[src/rtl/fetch_stage_stallable.sv]
// Instruction fetch stage: PC register, next-PC select, single-outstanding
// req/grant/response handshake with instruction memory, a one-entry skid
// buffer for responses that arrive while decode is stalled, and the IF/ID
// pipeline register with valid, stall and flush.
//
// state | meaning
// REQ   | request presented at PC, waiting for grant
// WAIT  | request granted, waiting for response (kill_q drops it)
// HOLD  | response parked in skid buffer until decode stops stalling

module fetch_stage_stallable #(
    parameter int                 ADDR_W   = 32,
    parameter int                 INSTR_W  = 32,
    parameter logic [ADDR_W-1:0]  RESET_PC = '0,
    parameter logic [ADDR_W-1:0]  PC_INC   = ADDR_W'(4)
) (
    input  logic               Clk,
    input  logic               Reset,
    input  logic               stall,
    input  logic               flush,
    input  logic [1:0]         redirect_sel,
    input  logic [ADDR_W-1:0]  branch_target,
    input  logic [ADDR_W-1:0]  jump_target,
    input  logic [ADDR_W-1:0]  jr_target,
    output logic               imem_req,
    output logic [ADDR_W-1:0]  imem_addr,
    input  logic               imem_gnt,
    input  logic               imem_rvalid,
    input  logic [INSTR_W-1:0] imem_rdata,
    output logic [INSTR_W-1:0] Instruction_out,
    output logic [ADDR_W-1:0]  PCAddResult_out,
    output logic               valid_out,
    output logic [ADDR_W-1:0]  debug_PCR
);

    typedef enum logic [1:0] {
        S_REQ  = 2'd0,
        S_WAIT = 2'd1,
        S_HOLD = 2'd2
    } state_t;

    state_t             state_q, state_d;
    logic [ADDR_W-1:0]  pc_q, pc_d;
    logic [ADDR_W-1:0]  req_pc_q, req_pc_d;
    logic               kill_q, kill_d;
    logic [INSTR_W-1:0] skid_q, skid_d;
    logic [INSTR_W-1:0] instr_q, instr_d;
    logic [ADDR_W-1:0]  pcadd_q, pcadd_d;
    logic               valid_q, valid_d;

    logic               redirect;
    logic [ADDR_W-1:0]  target;
    logic [ADDR_W-1:0]  req_pc_inc;

    assign redirect   = (redirect_sel != 2'b00);
    assign req_pc_inc = req_pc_q + PC_INC;

    // Redirect target select; targets are taken exactly as given (no alignment)
    always_comb begin
        case (redirect_sel)
            2'b01:   target = branch_target;
            2'b10:   target = jump_target;
            2'b11:   target = jr_target;
            default: target = pc_q;
        endcase
    end

    // Next-state: handshake FSM, PC update, skid buffer and IF/ID register
    always_comb begin
        state_d  = state_q;
        pc_d     = pc_q;
        req_pc_d = req_pc_q;
        kill_d   = kill_q;
        skid_d   = skid_q;
        instr_d  = instr_q;
        pcadd_d  = pcadd_q;
        valid_d  = valid_q;

        case (state_q)
            S_REQ: begin
                if (imem_gnt) begin
                    req_pc_d = pc_q;
                    state_d  = S_WAIT;
                    // A redirect in the grant cycle makes this fetch stale
                    kill_d   = redirect;
                end
            end
            S_WAIT: begin
                if (imem_rvalid) begin
                    kill_d  = 1'b0;
                    state_d = S_REQ;
                    if (!kill_q && !redirect) begin
                        pc_d = req_pc_inc;
                        if (stall && valid_q && !flush) begin
                            skid_d  = imem_rdata;
                            state_d = S_HOLD;
                        end else if (!flush) begin
                            instr_d = imem_rdata;
                            pcadd_d = req_pc_inc;
                            valid_d = 1'b1;
                        end
                    end
                end else if (redirect) begin
                    kill_d = 1'b1;
                end
            end
            S_HOLD: begin
                if (redirect || flush) begin
                    state_d = S_REQ;
                end else if (!stall) begin
                    instr_d = skid_q;
                    pcadd_d = req_pc_inc;
                    valid_d = 1'b1;
                    state_d = S_REQ;
                end
            end
            default: state_d = S_REQ;
        endcase

        // Redirect overrides any sequential PC advance
        if (redirect) begin
            pc_d = target;
        end
        // Flush squashes IF/ID even over a same-cycle load or stall
        if (flush) begin
            valid_d = 1'b0;
        end
    end

    // State registers with synchronous active-low reset
    always_ff @(posedge Clk) begin
        if (!Reset) begin
            state_q  <= S_REQ;
            pc_q     <= RESET_PC;
            req_pc_q <= RESET_PC;
            kill_q   <= 1'b0;
            skid_q   <= '0;
            instr_q  <= '0;
            pcadd_q  <= '0;
            valid_q  <= 1'b0;
        end else begin
            state_q  <= state_d;
            pc_q     <= pc_d;
            req_pc_q <= req_pc_d;
            kill_q   <= kill_d;
            skid_q   <= skid_d;
            instr_q  <= instr_d;
            pcadd_q  <= pcadd_d;
            valid_q  <= valid_d;
        end
    end

    assign imem_req        = Reset && (state_q == S_REQ);
    assign imem_addr       = pc_q;
    assign Instruction_out = instr_q;
    assign PCAddResult_out = pcadd_q;
    assign valid_out       = valid_q;
    assign debug_PCR       = pc_q;

endmodule

[config.mk]
export PLATFORM = sky130hd
export DESIGN_NAME = fetch_stage_stallable
export DESIGN_NICKNAME = d
export VERILOG_FILES = /design/src/rtl/fetch_stage_stallable.sv
export SDC_FILE = /design/constraint.sdc
export NUM_CORES = 1
export LEC_CHECK = 0
export CAP_MARGIN = 20
export CORE_AREA = 3 3 142 144
export DETAILED_ROUTE_END_ITERATION = 8
export DIE_AREA = 0 0 145 147
export GPL_ROUTABILITY_DRIVEN = 0
export PLACE_DENSITY_LB_ADDON = 0.12
export SLEW_MARGIN = 20
export SYNTH_ARGS = -nofsm -noshare
export SYNTH_HDL_FRONTEND = slang
export SYNTH_SLANG_ARGS = --single-unit
[constraint.sdc]
create_clock -name Clk -period 4.58 [get_ports Clk]
set_input_delay 0.458 -clock Clk [delete_from_list [all_inputs] [get_ports Clk]]
set_output_delay 0.458 -clock Clk [all_outputs]
set_load 0.05 [all_outputs]
Word-level counts from Yosys, hierarchy flattened:

Index checks and enable logic that the tools add are counted.

* flip-flop bits (word level): 164
* bits of input ports: 136
* output and inout bits: 130
* word-level logic and storage cells: 84

* add/sub/neg operators: 1
* equal/unequal tests: 15
* mux-type cells: 36
* bitwise logic cells: 1
* reductions and logical operators: 23

Operators by type and width (count)
* two-way mux 32 bit: 16
* case mux 32 bit (2 select lines): 2
* case mux 32 bit (3 select lines): 1
* adder 32 x 3 -> 32 bit (second input constant): 1
* inequality test 2 bit (second input constant): 7
* two-way mux 2 bit: 6
* nonzero test 2 bit: 6
* two-way mux 1 bit: 8
* AND reduction 4 bit: 2
* AND reduction 7 bit: 1
* == test 2 bit (second input constant): 3
* inequality test 3 bit (second input constant): 2
* case mux 2 bit (3 select lines): 1
* AND reduction 3 bit: 2
* AND reduction 6 bit: 1
* == test 2 x 1 -> 1 bit (second input constant): 2
* logical AND 1 bit: 4
* inequality test 4 x 1 -> 1 bit (second input constant): 1
* case mux 1 bit (2 select lines): 2
* zero test 1 bit: 3
* zero test 2 bit: 1
* AND reduction 2 bit: 1
* OR reduction 2 bit: 1
* logical OR 1 bit: 1
* NOT 1 bit: 1

Depth between registers and ports, before layout:

* depth after elaboration: 7
* gate-level depth with buffers: 9
* depth with buffers taken out: 7

Worst setup path after synthesis:

No wires, ideal clock.

* path type: input-to-output
* start point: input Reset
* end point: output imem_req
* arrival: 2.220 ns
* required time: 4.122 ns
* slack: 1.902 ns
* stages: 5
* buffers on the path: 3
* path through: clkbuf_1 -> inv_2 -> clkbuf_1 -> buf_1 -> nor3_1

* cells in the longest elaborated chain, start to end: 1

RTL lines
* start: declaration: line 18 `input logic Reset,`
* logical AND 1 bit: line 153 `assign imem_req = Reset && (state_q == S_REQ);`
* end: declaration: line 25 `output logic imem_req,`

No other way between the ends.

Final worst setup path:

* start point: input redirect_sel[0]
* end point: register pcadd_q[2] (netlist: PCAddResult_out[2])

* cells in the longest elaborated chain, start to end: 5
* elaborated cells between the ends (all ways): 7
* classes of those cells: eq/ne: 2; reduce/logical: 5

RTL lines
* start: declaration: line 21 `input logic [1:0] redirect_sel,`
* nonzero test 2 bit *: line 55 `assign redirect = (redirect_sel != 2'b00);`
* zero test 1 bit: line 92 `if (!kill_q && !redirect) begin`
* logical AND 1 bit: line 92
* inequality test 2 bit (no source line)
* AND reduction 7 bit (no source line) *
* end signal: assignment: line 148 `pcadd_q <= pcadd_d;`
* end: declaration: line 48 `logic [ADDR_W-1:0] pcadd_q, pcadd_d;`

Every way passes the cells marked *; elsewhere a longest branch is shown, timed or not.
A chain may end at the register's enable or synchronous reset.

==> results by stage <==
Status:
- The flow ran to the end, and the final reports show no timing, DRC or antenna violations.

Route:
- In the routed layout, each cell is associated on average with a via count of 5.170.
- Dividing the detail-routed wire length by the instance count gives 16.71 um.
- The count of TritonRoute iterations in the first routing pass is 5.
- The number of DRC violations after detailed-routing iteration 0 is 390.
- The via count is 7284.
- The residual antenna-violating net count after detailed routing is 0.
- The final layout contains routed wiring with a total length of 23.55 mm.
- For this run, design rule violations remaining after detail routing come to 0.

Timing:
- The worst hold slack after final layout is 0.4530 ns.
- The count of final max-slew check failures is 0.
- The achievable clock frequency is 0.3341 GHz.
- The post-route clock skew is 0.01177 ns.
- The worst path uses 65.35% of the clock period.
- Adding up every negative setup slack in the final design gives 0 ns.
- The shortest clock period the worst path allows after layout is 2.993 ns.
- The number of hold violations in the final report is 0.
- The slew at the pin closest to its max-slew limit is 1.021 ns.
- The number of setup violations in the final report is 0.
- The worst pin sits at a relative slew slack of 31.96%.
- Setup repair after global routing left no endpoint under its margin.

Logic synthesis:
- When the netlist entered floorplanning its net count stood at 1089.
- The cell count after synthesis came out at 949.
- By area the synthesized netlist is led by sky130_fd_sc_hd__dfxtp_1 43%, sky130_fd_sc_hd__nand2_1 12%, sky130_fd_sc_hd__a21oi_1 7.7%.
- The biggest area contributor in the post-synthesis netlist is sky130_fd_sc_hd__dfxtp_1.
- In the synthesized netlist the async set-or-reset flop fraction comes to 0%.
- The synthesized netlist contains 55 unique library cells.
- In the post-synthesis netlist, the cell with the most instances is sky130_fd_sc_hd__nand2_1.
- The synthesized design contains 0 enable-type register cells.
- The sequential-to-total area share from yosys stat is 43.12%.
- The Yosys step of the flow raised 0 warnings.
- By count the netlist is led by 234 x sky130_fd_sc_hd__nand2_1, 164 x sky130_fd_sc_hd__dfxtp_1, 117 x sky130_fd_sc_hd__a21oi_1.
- For this run, the leading register cell type out of synthesis is sky130_fd_sc_hd__dfxtp_1.
- The synthesized area divided by synthesized cell count is 8.024 sq um.
- The share of the synthesized area in the top cell type is 43.12%.
- The cell area after synthesis is 0.007615 sq mm.
- The register bit total from synthesis is 164.

Die:
- The overall die width is 145 um.
- 266 I/O pins were placed.
- The die covers 0.02132 sq mm.
- The initial utilization of the core area, before any placement, comes to 40.44%.
- In this run the core area contains 50 standard-cell rows.
- The floorplan step defined a core boundary enclosing 0.01883 sq mm.
- The chip height is 147 um.

Critical path:
- For the worst setup path, the data arrival time is 3.27 ns.
- Across all register-to-register paths, the minimum setup slack is 2.04 ns.
- The kind of end point of the critical path is a flop.
- The endpoint identified for the worst register-to-register timing path is debug_PCR[30].
- The worst-path maximum fanout is 62.
- By startpoint and endpoint, the worst setup path is classified as in -> reg.
- For the worst flop-to-flop path, the logic depth is 3.
- The launch point of the worst reg-to-reg path is state_q[0].
- The launch point of the critical path is redirect_sel[0].
- STA classifies the critical path startpoint as an input pin.
- The data required time at the worst endpoint is 4.85 ns.

Layout:
- Once layout is complete, the cells apart from fillers number 1409.
- The finished cells cover 0.01066 sq mm.
- The fraction of final layout cells with drive strength greater than 1 is 5.396%.
- From synthesis to final layout, the design area changed by 40.03%.
- The net count reported at finish is 1276.
- The repair_antennas step left the layout with diodes totalling 0.
- The fill cell total of the finished layout is 1742.

Place:
- The HPWL after detailed placement is 16.17 mm.
- The count of placed standard cells including taps is 1377.
- During placement, the flow inserted port buffers numbering 265.
- The area of placed instances is 0.01009 sq mm.

CTS:
- The total of hold buffers inserted after clock tree synthesis is 0.
- The clock slew seen by the registers of the worst setup and hold paths is 0.06 ns.
- The post-cts gate resize count is 0.
- The clock tree from TritonCTS is yes.
- The CTS sink count is 164.
- The H-tree depth is 4.
- In this run the clock root is driven by a sky130_fd_sc_hd__clkbuf_16.
- Buffers inserted during clock tree synthesis total 17.
- The clock latency on the worst-skew pair is 0.43 ns.
- In this run the post-CTS setup repair buffer count came out at 0.
- No sink is reached through more buffers than the 2 on the longest clock path.

Min path:
- Counting instances, the worst hold path has a depth of 2.
- In this run the most critical hold path is launched from skid_q[4].
- The endpoint with the worst hold slack is skid_q[4].
- The worst hold path class is reg -> reg.

GRT:
- The maximum number of pins on one net before global-route repair is 104.
- In the global route stage, met3 resource usage came out at 5.244%.
- For this run, the total global-route usage over all layers was measured as 21.72%.
- The global route total overflow is 0.
- The number of global-route vias before repair came to 7026.
- The met2 track demand over resource in global routing is 35.47%.
- The global routing stage identified its most utilized layer as met2.
- The initial antenna violation count is 0.
- The first global-routing pass estimated 37.74 mm of wire.
- The global-route met1 utilization is 28.39%.

Pwr:
- IR analysis of the VDD net gives a maximum drop of 0.2005 mV.
- The power density of the placed cells is 341.6 mW/mm^2.
- The analysis attributes to cell leakage a power of 3.684 nW.

Run:
- The number of maximum-capacitance constraint violations is 0.
-- cells in the final DEF (no fill, tap or decap), drive strengths merged, types with 10 or more instances in the layout --
master and instances:
a211oi 10, a21boi 18, a21oi 118, a22oi 30, a311oi 32, buf 15
clkbuf 20, clkdlybuf4s50 264, clkinv 12, dfxtp 164, nand2 234, nand3 15
nand4 10, nor2 58, o211ai 19, o21ai 25, xnor2 16, xor2 12
-- layout make-up --
| cell class | count | area, sq um | area share, % |
|---|---|---|---|
| clock buffers | 20 | 456.7 | 4.283 |
| clock inverters | 12 | 107.6 | 1.009 |
| inverters | 7 | 27.53 | 0.2582 |
| multi-input cells | 667 | 3706 | 34.76 |
| flip-flops and latches | 164 | 3283 | 30.79 |
| well taps | 260 | 325.3 | 3.051 |
| repair buffers | 279 | 2756 | 25.85 |
-- sequential cells by signal (all words and copies together), names as in the netlist --
signal           flops
PCAddResult_out     32
debug_PCR           32
state_q              2
skid_q              32
req_pc_q            32
kill_q               1
Instruction_out     32
valid_out            1
-- cell families (layout without fill, tap and decap cells) --
| logic type | count (synthesis) | after routing | synth area share [%] |
|---|---|---|---|
| flip-flops | 164 | 164 | 43.12 |
| AO/OA/AOI/OAI | 270 | 270 | 22.89 |
| XOR/XNOR | 28 | 28 | 3.220 |
| buffers and inverters | 118 | 318 | 8.347 |
| adder cells (fa/ha/maj) | 4 | 4 | 0.6573 |
| AND/OR/NAND/NOR | 358 | 358 | 20.85 |
| multiplexers | 7 | 7 | 0.9202 |
-- routing by layer --
metal	up-vias	routed length (um)	part of all wire, %
met3	33	1451	6.2
met4	0	501	2.1
met2	238	10970	47
met1	3367	10620	45
met5	-	0	0
li1	3646	-	-
-- power by group --
group          internal [W]  switching [W]
clock network      0.000777       0.000587
logic              0.000292       0.000441
registers           0.00148      0.0000611
-- worst max-delay path, cell delays in order --
cell	delay, ns
sky130_fd_sc_hd__clkdlybuf4s50_1	0.43
sky130_fd_sc_hd__inv_1	0.09
sky130_fd_sc_hd__ha_2	0.61
sky130_fd_sc_hd__nor4bb_1	0.35
sky130_fd_sc_hd__a41oi_1	0.11
sky130_fd_sc_hd__a221oi_4	0.27
sky130_fd_sc_hd__buf_4	0.57
sky130_fd_sc_hd__mux2i_1	0.27
sky130_fd_sc_hd__nor2_1	0.06
-- per-stage QoR --
step | total power (W) | setup slack, ns | utilization (%)
2_1_floorplan | 0.002024 | 1.902 | -
3_3_place_gp | 0.002309 | 1.255 | 53.61
3_5_place_dp | 0.002312 | 1.137 | 53.61
4_1_cts | 0.003678 | 1.587 | 56.60
5_1_grt | 0.003797 | 1.315 | 56.62
6_report | 0.003643 | 1.587 | 56.62
-- worst max path at each step --
stage                                to  cells after the start
floorplan                      imem_req                      5
global placement     PCAddResult_out[2]                      9
detailed placement   PCAddResult_out[2]                      9
CTS                  PCAddResult_out[2]                      9
global route        Instruction_out[26]                      9
finish               PCAddResult_out[2]                      9
No activity file was read; power rests on OpenSTA's default activity.
